`src/rtl/uart_tx_fifo_pkg.sv`:
```
// Shared definitions for the buffered UART transmitter.
// State encodings, line levels and the default bit period.
package uart_tx_fifo_pkg;

    typedef enum logic [2:0] {
        ST_IDLE   = 3'd0,
        ST_START  = 3'd1,
        ST_DATA   = 3'd2,
        ST_PARITY = 3'd3,
        ST_STOP   = 3'd4
    } state_t;

    localparam logic UART_IDLE_LVL  = 1'b1;
    localparam logic UART_START_LVL = 1'b0;
    localparam logic UART_STOP_LVL  = 1'b1;

    localparam int UART_CLKS_PER_BIT = 868;

    function automatic logic even_parity(input logic [7:0] d);
        return ^d;
    endfunction

endpackage

```
`src/rtl/sync_fifo.sv`:
```
// Small synchronous FIFO with registered occupancy.
// Pushes while full and pops while empty are ignored.
module sync_fifo #(
    parameter int  WIDTH = 8,
    parameter int  DEPTH = 16,
    localparam int AW    = $clog2(DEPTH)
) (
    input  logic             clk,
    input  logic             rst_n,
    input  logic             push,
    input  logic             pop,
    input  logic [WIDTH-1:0] din,
    output logic [WIDTH-1:0] dout,
    output logic             full,
    output logic             empty,
    output logic [AW:0]      level
);

    logic [WIDTH-1:0] mem [DEPTH];
    logic [AW-1:0]    wptr;
    logic [AW-1:0]    rptr;
    logic             do_push;
    logic             do_pop;

    assign full    = (level == (AW+1)'(DEPTH));
    assign empty   = (level == '0);
    assign do_push = push & ~full;
    assign do_pop  = pop & ~empty;
    assign dout    = mem[rptr];

    always_ff @(posedge clk) begin
        if (!rst_n) begin
            wptr  <= '0;
            rptr  <= '0;
            level <= '0;
        end else begin
            if (do_push)
                wptr <= wptr + 1'b1;
            if (do_pop)
                rptr <= rptr + 1'b1;
            if (do_push && !do_pop)
                level <= level + 1'b1;
            else if (!do_push && do_pop)
                level <= level - 1'b1;
        end
    end

    always_ff @(posedge clk) begin
        if (do_push)
            mem[wptr] <= din;
    end

endmodule

```
`src/rtl/uart_tx_fifo.sv`:
```
// FIFO-buffered UART transmitter, 8N1 by default.
// Define UART_TX_PARITY_EN to add an even parity bit before the stop bit.
module uart_tx_fifo
    import uart_tx_fifo_pkg::*;
#(
    parameter int  CLKS_PER_BIT = UART_CLKS_PER_BIT,
    parameter int  DEPTH        = 16,
    localparam int AW           = $clog2(DEPTH)
) (
    input  logic        i_clk,
    input  logic        i_rst_n,
    input  logic [7:0]  i_wdata,
    input  logic        i_wvalid,
    output logic        o_wready,
    output logic        o_tx,
    output logic        o_busy,
    output logic        o_overflow,
    output logic [AW:0] o_level
);

    localparam int CW = $clog2(CLKS_PER_BIT);
    localparam logic [CW-1:0] BAUD_MAX = CW'(CLKS_PER_BIT - 1);

    state_t        state, state_n;
    logic [CW-1:0] baud, baud_n;
    logic [2:0]    bit_idx, bit_n;
    logic [7:0]    shift, shift_n;
    logic          tx_n;
    logic          pop;
    logic          wrap;
    logic [7:0]    dout;
    logic          full;
    logic          empty;
`ifdef UART_TX_PARITY_EN
    logic          par, par_n;
`endif

    sync_fifo #(
        .WIDTH (8),
        .DEPTH (DEPTH)
    ) u_fifo (
        .clk   (i_clk),
        .rst_n (i_rst_n),
        .push  (i_wvalid),
        .pop   (pop),
        .din   (i_wdata),
        .dout  (dout),
        .full  (full),
        .empty (empty),
        .level (o_level)
    );

    assign o_wready = ~full;
    assign wrap     = (baud == BAUD_MAX);

    always_comb begin
        state_n = state;
        bit_n   = bit_idx;
        shift_n = shift;
        pop     = 1'b0;
        tx_n    = UART_IDLE_LVL;
        baud_n  = (state == ST_IDLE || wrap) ? '0 : baud + 1'b1;
`ifdef UART_TX_PARITY_EN
        par_n   = par;
`endif
        unique case (state)
            ST_IDLE: begin
                if (!empty) begin
                    pop     = 1'b1;
                    shift_n = dout;
                    state_n = ST_START;
`ifdef UART_TX_PARITY_EN
                    par_n   = even_parity(dout);
`endif
                end
            end
            ST_START: begin
                tx_n = UART_START_LVL;
                if (wrap) begin
                    state_n = ST_DATA;
                    bit_n   = 3'd0;
                end
            end
            ST_DATA: begin
                tx_n = shift[0];
                if (wrap) begin
                    shift_n = shift >> 1;
                    bit_n   = bit_idx + 3'd1;
                    if (bit_idx == 3'd7) begin
`ifdef UART_TX_PARITY_EN
                        state_n = ST_PARITY;
`else
                        state_n = ST_STOP;
`endif
                    end
                end
            end
`ifdef UART_TX_PARITY_EN
            ST_PARITY: begin
                tx_n = par;
                if (wrap)
                    state_n = ST_STOP;
            end
`endif
            ST_STOP: begin
                tx_n = UART_STOP_LVL;
                // Chain straight into the next frame when a byte is waiting.
                if (wrap) begin
                    if (!empty) begin
                        pop     = 1'b1;
                        shift_n = dout;
                        state_n = ST_START;
`ifdef UART_TX_PARITY_EN
                        par_n   = even_parity(dout);
`endif
                    end else begin
                        state_n = ST_IDLE;
                    end
                end
            end
            default: begin
                state_n = ST_IDLE;
            end
        endcase
    end

    always_ff @(posedge i_clk) begin
        if (!i_rst_n) begin
            state      <= ST_IDLE;
            baud       <= '0;
            bit_idx    <= 3'd0;
            shift      <= 8'd0;
            o_tx       <= UART_IDLE_LVL;
            o_busy     <= 1'b0;
            o_overflow <= 1'b0;
`ifdef UART_TX_PARITY_EN
            par        <= 1'b0;
`endif
        end else begin
            state      <= state_n;
            baud       <= baud_n;
            bit_idx    <= bit_n;
            shift      <= shift_n;
            o_tx       <= tx_n;
            o_busy     <= (state != ST_IDLE) | (o_level != '0);
            o_overflow <= o_overflow | (i_wvalid & full);
`ifdef UART_TX_PARITY_EN
            par        <= par_n;
`endif
        end
    end

endmodule
```
`config.mk`:
```
export PLATFORM = sky130hd
export DESIGN_NAME = uart_tx_fifo
export DESIGN_NICKNAME = d
export VERILOG_FILES = /design/src/rtl/uart_tx_fifo_pkg.sv /design/src/rtl/sync_fifo.sv /design/src/rtl/uart_tx_fifo.sv
export SDC_FILE = /design/constraint.sdc
export NUM_CORES = 1
export LEC_CHECK = 0
export CELL_PAD_IN_SITES_DETAIL_PLACEMENT = 2
export CELL_PAD_IN_SITES_GLOBAL_PLACEMENT = 2
export CORE_MARGIN = 2
export CORE_UTILIZATION = 35
export DETAILED_ROUTE_END_ITERATION = 10
export GPL_ROUTABILITY_DRIVEN = 0
export GPL_TIMING_DRIVEN = 0
export PLACE_DENSITY_LB_ADDON = 0.25
export SLEW_MARGIN = 20
export SYNTH_ARGS = -nofsm -noshare
export SYNTH_HDL_FRONTEND = slang
export SYNTH_SLANG_ARGS = --single-unit
export TNS_END_PERCENT = 10
```
`constraint.sdc`:
```
create_clock -name i_clk -period 3.9 [get_ports i_clk]
set_input_delay 0.975 -clock i_clk [delete_from_list [all_inputs] [get_ports i_clk]]
set_output_delay 0.975 -clock i_clk [all_outputs]
set_load 0.01 [all_outputs]
```
==> impl_metrics.toml, run 1 <==
[finish]
antenna_cells = 0
multi_input_area_mm2 = 0.00212
fillerInstances = 1877
final_core_util = 0.419
drive_gt1_frac = 0.147
area_delta_synth_final_pct = 17.2
register_area_mm2 = 0.00472
nets = 515
instances_no_fill = 769

[die]
fp.dieArea_mm2 = 0.0210
die_w_um = 145
rows = 51
start_util = 0.357
ios = 20
die_height_um = 145
core_area_mm2 = 0.0195

[clock_network]
clock-sinks = 172
numCtsBuffers = 17
clk_latency_ns = 0.43
cts-hold-fix-buffers = 0
ctsResizeCount = 0
cts.htree.levels = 4
clk_pin_slew_worst_paths_ns = 0.07
clock-root-buffer = "clkbuf_16"
post-cts-setup-buffers = 0
clockBufferDepth = 2
cts_tree = "built"

[worst_setup_path]
crit_fanout = 9
crit_slowest_cell = "a21boi_1"
worstPathArrival_ns = 3.96
required_ns = 4.25
worst-path-buf-inv = 2
path_cells = "clkdlybuf4s50_1 > a21boi_1 > ha_1 > inv_1 > fa_1 > a21o_1 > a21oi_1 > xnor2_1 > or3_1 > a21oi_1"
slowest_delay_ns = 0.73
critical-path-top-delay-family = "compound AO/OA/AOI/OAI gates"
critPathCaptureType = "flip-flop"
start_kind = "primary input"
critPathMostFrequentCell = "a21oi_1"
crit_type = "primary input to flip-flop"

[flow_run]
max_cap_violations = 0

[grt]
grt_max_degree = 19
antenna_found_initial = 0
first_global_vias = 4480
grt_pass1_wl_um = 27700
grt-ovfl-total = 0
grt.total_usage = 0.177

[timing]
finalSetupViolCount = 0
holdWs_ns = 0.467
fin_worst_skew_ns = 0.0120
fin_crit_ns = 3.61
post-route-period-util = 0.925
worstMarginPinSlew_ns = 1.10
rsz0062_at_grt = "no"
hold_violations = 0
maxSlewViolCount = 0
relSlewSlack = 0.261
clock.fmax_mhz = 277

[placement]
dp_cells = 737
dp_hpwl_um = 11800
io_buffer_count = 19

[power]
power.leakage_nw = 2.71
irDropWorstVdd_v = 0.000310
pwr_density_cell_mw_per_mm2 = 634

[hold_path]
hold_path_class = "flip-flop to flip-flop"

[yosys]
yosys_warnings = 0
synth_edf_count = 128
syn_inst = 451
avgSynthCellArea_um2 = 15.4
ys_async_sr_fraction = 0
syn_nets = 475
synth.cell_area_mm2 = 0.00696
ys_seq_area_frac = 0.679
yosys.cell_types.count = 51
ys_ff_latch = 172
synth-main-ff-cell = "edfxtp_1"

[route]
post_drt_wl_per_cell_um = 22.7
via_per_inst = 5.18
drtIter0Drc = 174
wirelength_um = 17400
vias = 3981
drc_errors = 0
ant_nets = 0
first_pass_iters = 4

[outcome]
status = "completed"
[placed cells by master (no fill, tap or decap), drive strengths merged, types with 4 or more instances in the layout]
master	instances
a211oi	4
a21oi	13
a221o	6
a221oi	11
buf	14
clkbuf	24
clkdlybuf4s50	19
dfxtp	44
edfxtp	128
ha	12
inv	17
mux2i	28
mux4	21
nand2	10
nand2b	6
nand3	6
nand4	5
nor2	48
nor3	13
nor3b	7
o21ai	6
or3	5
xnor2	8
xor2	10
[sequential cells by signal (all words and copies together), names as in the netlist, named ones only]
name          count
baud             10
shift             8
u_fifo.rptr       4
state             3
o_overflow        1
u_fifo.wptr       4
u_fifo.level      5
bit_idx           3
o_tx              1
o_busy            1
u_fifo.mem      128
[path summary, 6_finish.rpt]
| path | from | to | slack, ns | cells past startpoint |
|---|---|---|---|---|
| max | i_wvalid | u_fifo.level[4]$_SDFFE_PN0P_ | 0.29 | 10 |
| min | shift[4]$_SDFFE_PN0P_ | shift[4]$_SDFFE_PN0P_ | 0.47 | 1 |
| max reg2reg | baud[0]$_SDFF_PP0_ | u_fifo.level[4]$_SDFFE_PN0P_ | 0.40 | 14 |
| min reg2reg | shift[4]$_SDFFE_PN0P_ | shift[4]$_SDFFE_PN0P_ | 0.47 | 1 |
[synthesized netlist by cell type (all sizes together), types with 6 or more instances]
cell    instances  area (um2)
a21oi          13        68.8
a221o           6        60.1
a221oi         11        96.3
buf            12        77.6
clkbuf          7        26.3
dfxtp          44         881
edfxtp        128        3840
ha             12         150
inv             8        30.0
mux2i          28         280
mux4           21         473
nand2          10        37.5
nand2b          6        37.5
nand3           6        30.0
nor2           48         180
nor3           13        65.1
nor3b           7        52.6
o21ai           6        30.0
xnor2           8        70.1
xor2           10        87.6
[stage by stage]
stage               power (mW)  setup TNS [ns]  worst slack (ns)  area (um2)
CTS                       5.24               0             0.278        8160
global route              5.43               0            0.0876        8160
finish                    5.17               0             0.294        8160
detailed placement        3.38          -0.168            -0.168        7510
global placement          3.33           -3.54            -0.160        7480
floorplan                 3.00               0             0.835        6960
[per-layer routing]
metal  vias up  track usage  wire (um)
met5         -            0          0
met4         0       0.0505        188
met3        16       0.0371        510
met2        60        0.306       8840
met1      2076        0.225       7900
li1       1829            -          -
[kinds of logic (layout without fill, tap and decap cells)]
| family | after synthesis | count (layout) | synth area share |
|---|---|---|---|
| xor gates and xnor gates | 18 | 18 | 0.0227 |
| DFF | 172 | 172 | 0.679 |
| AOI/OAI and AO/OA | 57 | 57 | 0.0624 |
| adders and majority gates | 13 | 13 | 0.0245 |
| muxes | 49 | 49 | 0.108 |
| and+or+nand+nor | 115 | 115 | 0.0838 |
| buffers and inverters | 27 | 80 | 0.0192 |
[area by class of cell]
type	instances	share of cell area
Multi-Input combinational cell	252	0.260
Tap cell	265	0.0407
Clock buffer	17	0.0522
Clock inverter	15	0.0265
Sequential cell	172	0.579
Timing Repair Buffer	21	0.0252
Buffer	19	0.0127
Inverter	8	0.00368
[power by group]
group / internal, mW / switching [mW]
combinational: 0.522 / 0.629
sequential: 2.09 / 0.0913
clock: 1.05 / 0.792
total: 3.66 / 1.51
No activity file was read; power rests on OpenSTA's default activity.
==> run 2: changes to the inputs <==
--- a/config.mk
+++ b/config.mk
@@ -7,6 +7,7 @@
 export LEC_CHECK = 0
 export CELL_PAD_IN_SITES_DETAIL_PLACEMENT = 2
 export CELL_PAD_IN_SITES_GLOBAL_PLACEMENT = 2
+export CORE_ASPECT_RATIO = 1.2
 export CORE_MARGIN = 2
 export CORE_UTILIZATION = 35
 export DETAILED_ROUTE_END_ITERATION = 10
==> run 2 against run 1 <==
Maximum frequency is 0.62% higher. Global-route usage is 0.35 points higher. Total power hardly changed. Combinational power hardly changed. Highest routed layer unchanged. Critical path type unchanged.
==> impl_metrics.toml, run 2 (synthesized netlist as in run 1, its figures left out) <==
[timing]
fin_worst_skew_ns = 0.0144
relSlewSlack = 0.357
hold_violations = 0
fin_crit_ns = 3.58
finalSetupViolCount = 0
clock.fmax_mhz = 279
rsz0062_at_grt = "no"
holdWs_ns = 0.474
maxSlewViolCount = 0
post-route-period-util = 0.919
worstMarginPinSlew_ns = 0.961

[die]
fp.dieArea_mm2 = 0.0210
die_w_um = 133
die_height_um = 158
core_area_mm2 = 0.0195
start_util = 0.356
ios = 20
rows = 56

[clock_network]
cts-hold-fix-buffers = 0
clk_pin_slew_worst_paths_ns = 0.07
clockBufferDepth = 2
ctsResizeCount = 0
post-cts-setup-buffers = 0
clock-sinks = 172
clk_latency_ns = 0.43
clock-root-buffer = "clkbuf_16"
numCtsBuffers = 17
cts_tree = "built"
cts.htree.levels = 4

[finish]
final_core_util = 0.417
largest_reg_flops = 128
area_delta_synth_final_pct = 17.1
drive_gt1_frac = 0.145
reg_top3 = "u_fifo.mem x128, baud x10, shift x8"
nets = 514
largest_register = "u_fifo.mem"
fillerInstances = 1902
layout.cells.most_common = "edfxtp_1"
most-common-layout-cells = "128 x edfxtp_1, 48 x nor2_1, 44 x dfxtp_1, 28 x mux2i_1, 21 x mux4_2"
antenna_cells = 0

[worst_setup_path]
required_ns = 4.25
start_kind = "primary input"
crit_fanout = 9
r2r_setup_slack_ns = 0.36
critPathCaptureType = "flip-flop"
worstPathArrival_ns = 3.94
crit_type = "primary input to flip-flop"

[outcome]
status = "completed"

[grt]
grt_pass1_wl_um = 27500
grt-ovfl-total = 0
first_global_vias = 4477
grt.total_usage = 0.180
grt_max_degree = 19
antenna_found_initial = 0

[power]
p_sw_frac = 0.293
switchingPower_mw = 1.52
combPwrFrac = 0.222
pwr_density_cell_mw_per_mm2 = 635
p_clk_frac = 0.356
power.leakage_nw = 2.70
totalPowerFinal_mw = 5.18
irDropWorstVdd_v = 0.000349
pwr-share-seq = 0.422
intPower_mw = 3.66

[route]
drc_errors = 0
wirelength_um = 17500
first_pass_iters = 4
ant_nets = 0
drtIter0Drc = 160
vias = 3939
post_drt_wl_per_cell_um = 22.9
via_per_inst = 5.16

[placement]
dp_hpwl_um = 12100
io_buffer_count = 19

[flow_run]
max_cap_violations = 0

[hold_path]
hold_path_class = "flip-flop to flip-flop"
## run 2: cell types whose count changed in the layout (fill, tap and decap cells not counted), sizes merged
cell  before  now
buf       14   13
## run 2: per-layer routing
| layer | vias up | share of wire | track usage |
|---|---|---|---|
| met5 | - | 0 | 0 |
| met4 | 0 | 0.0098 | 0.0558 |
| met3 | 13 | 0.025 | 0.0337 |
| met2 | 49 | 0.56 | 0.342 |
| met1 | 2057 | 0.41 | 0.206 |
| li1 | 1820 | - | - |
## run 2: worst paths after layout
check                     start                      endpoint  cells past startpoint
min reg2reg  baud[0]$_SDFF_PP0_            baud[0]$_SDFF_PP0_                      1
max                    i_wvalid  u_fifo.level[4]$_SDFFE_PN0P_                     10
min          baud[0]$_SDFF_PP0_            baud[0]$_SDFF_PP0_                      1
max reg2reg  baud[0]$_SDFF_PP0_  u_fifo.level[4]$_SDFFE_PN0P_                     14
## run 2: area by class of cell
class	count	area, um2	share of cell area
multi-input combinational	252	2120	0.260
tap	261	327	0.0401
sequential	172	4720	0.580
clock inverter	15	219	0.0269
buffer	19	104	0.0127
clock buffer	17	425	0.0522
inverter	8	30.0	0.00369
timing repair buffer	20	198	0.0243
## run 2: worst max-delay path: stages
cell and delay [ns]:
clkdlybuf4s50_1 0.47, a21boi_1 0.68, ha_1 0.32, inv_1 0.11
fa_1 0.42, a21o_1 0.18, a21oi_1 0.22, xnor2_1 0.11
or3_1 0.31, a21oi_1 0.14
## run 2: power groups by stage
stage	Combinational, mW	Sequential (mW)	Clock [mW]
after global placement	1.11	2.21	0
final	1.15	2.18	1.84
after global routing	1.28	2.20	1.95
after CTS	1.18	2.18	1.89
after detailed placement	1.16	2.22	0
after floorplan	0.797	2.20	0
## run 2: per-stage QoR
| step | instances | instance area (um2) | TNS, ns | worst slack [ns] |
|---|---|---|---|---|
| after floorplan | 451 | 6960 | 0 | 0.835 |
| after global placement | 731 | 7470 | -2.89 | -0.150 |
| after detailed placement | 732 | 7500 | -0.138 | -0.138 |
| after CTS | 764 | 8150 | 0 | 0.308 |
| after global routing | 764 | 8150 | 0 | 0.0878 |
| final | 764 | 8150 | 0 | 0.316 |
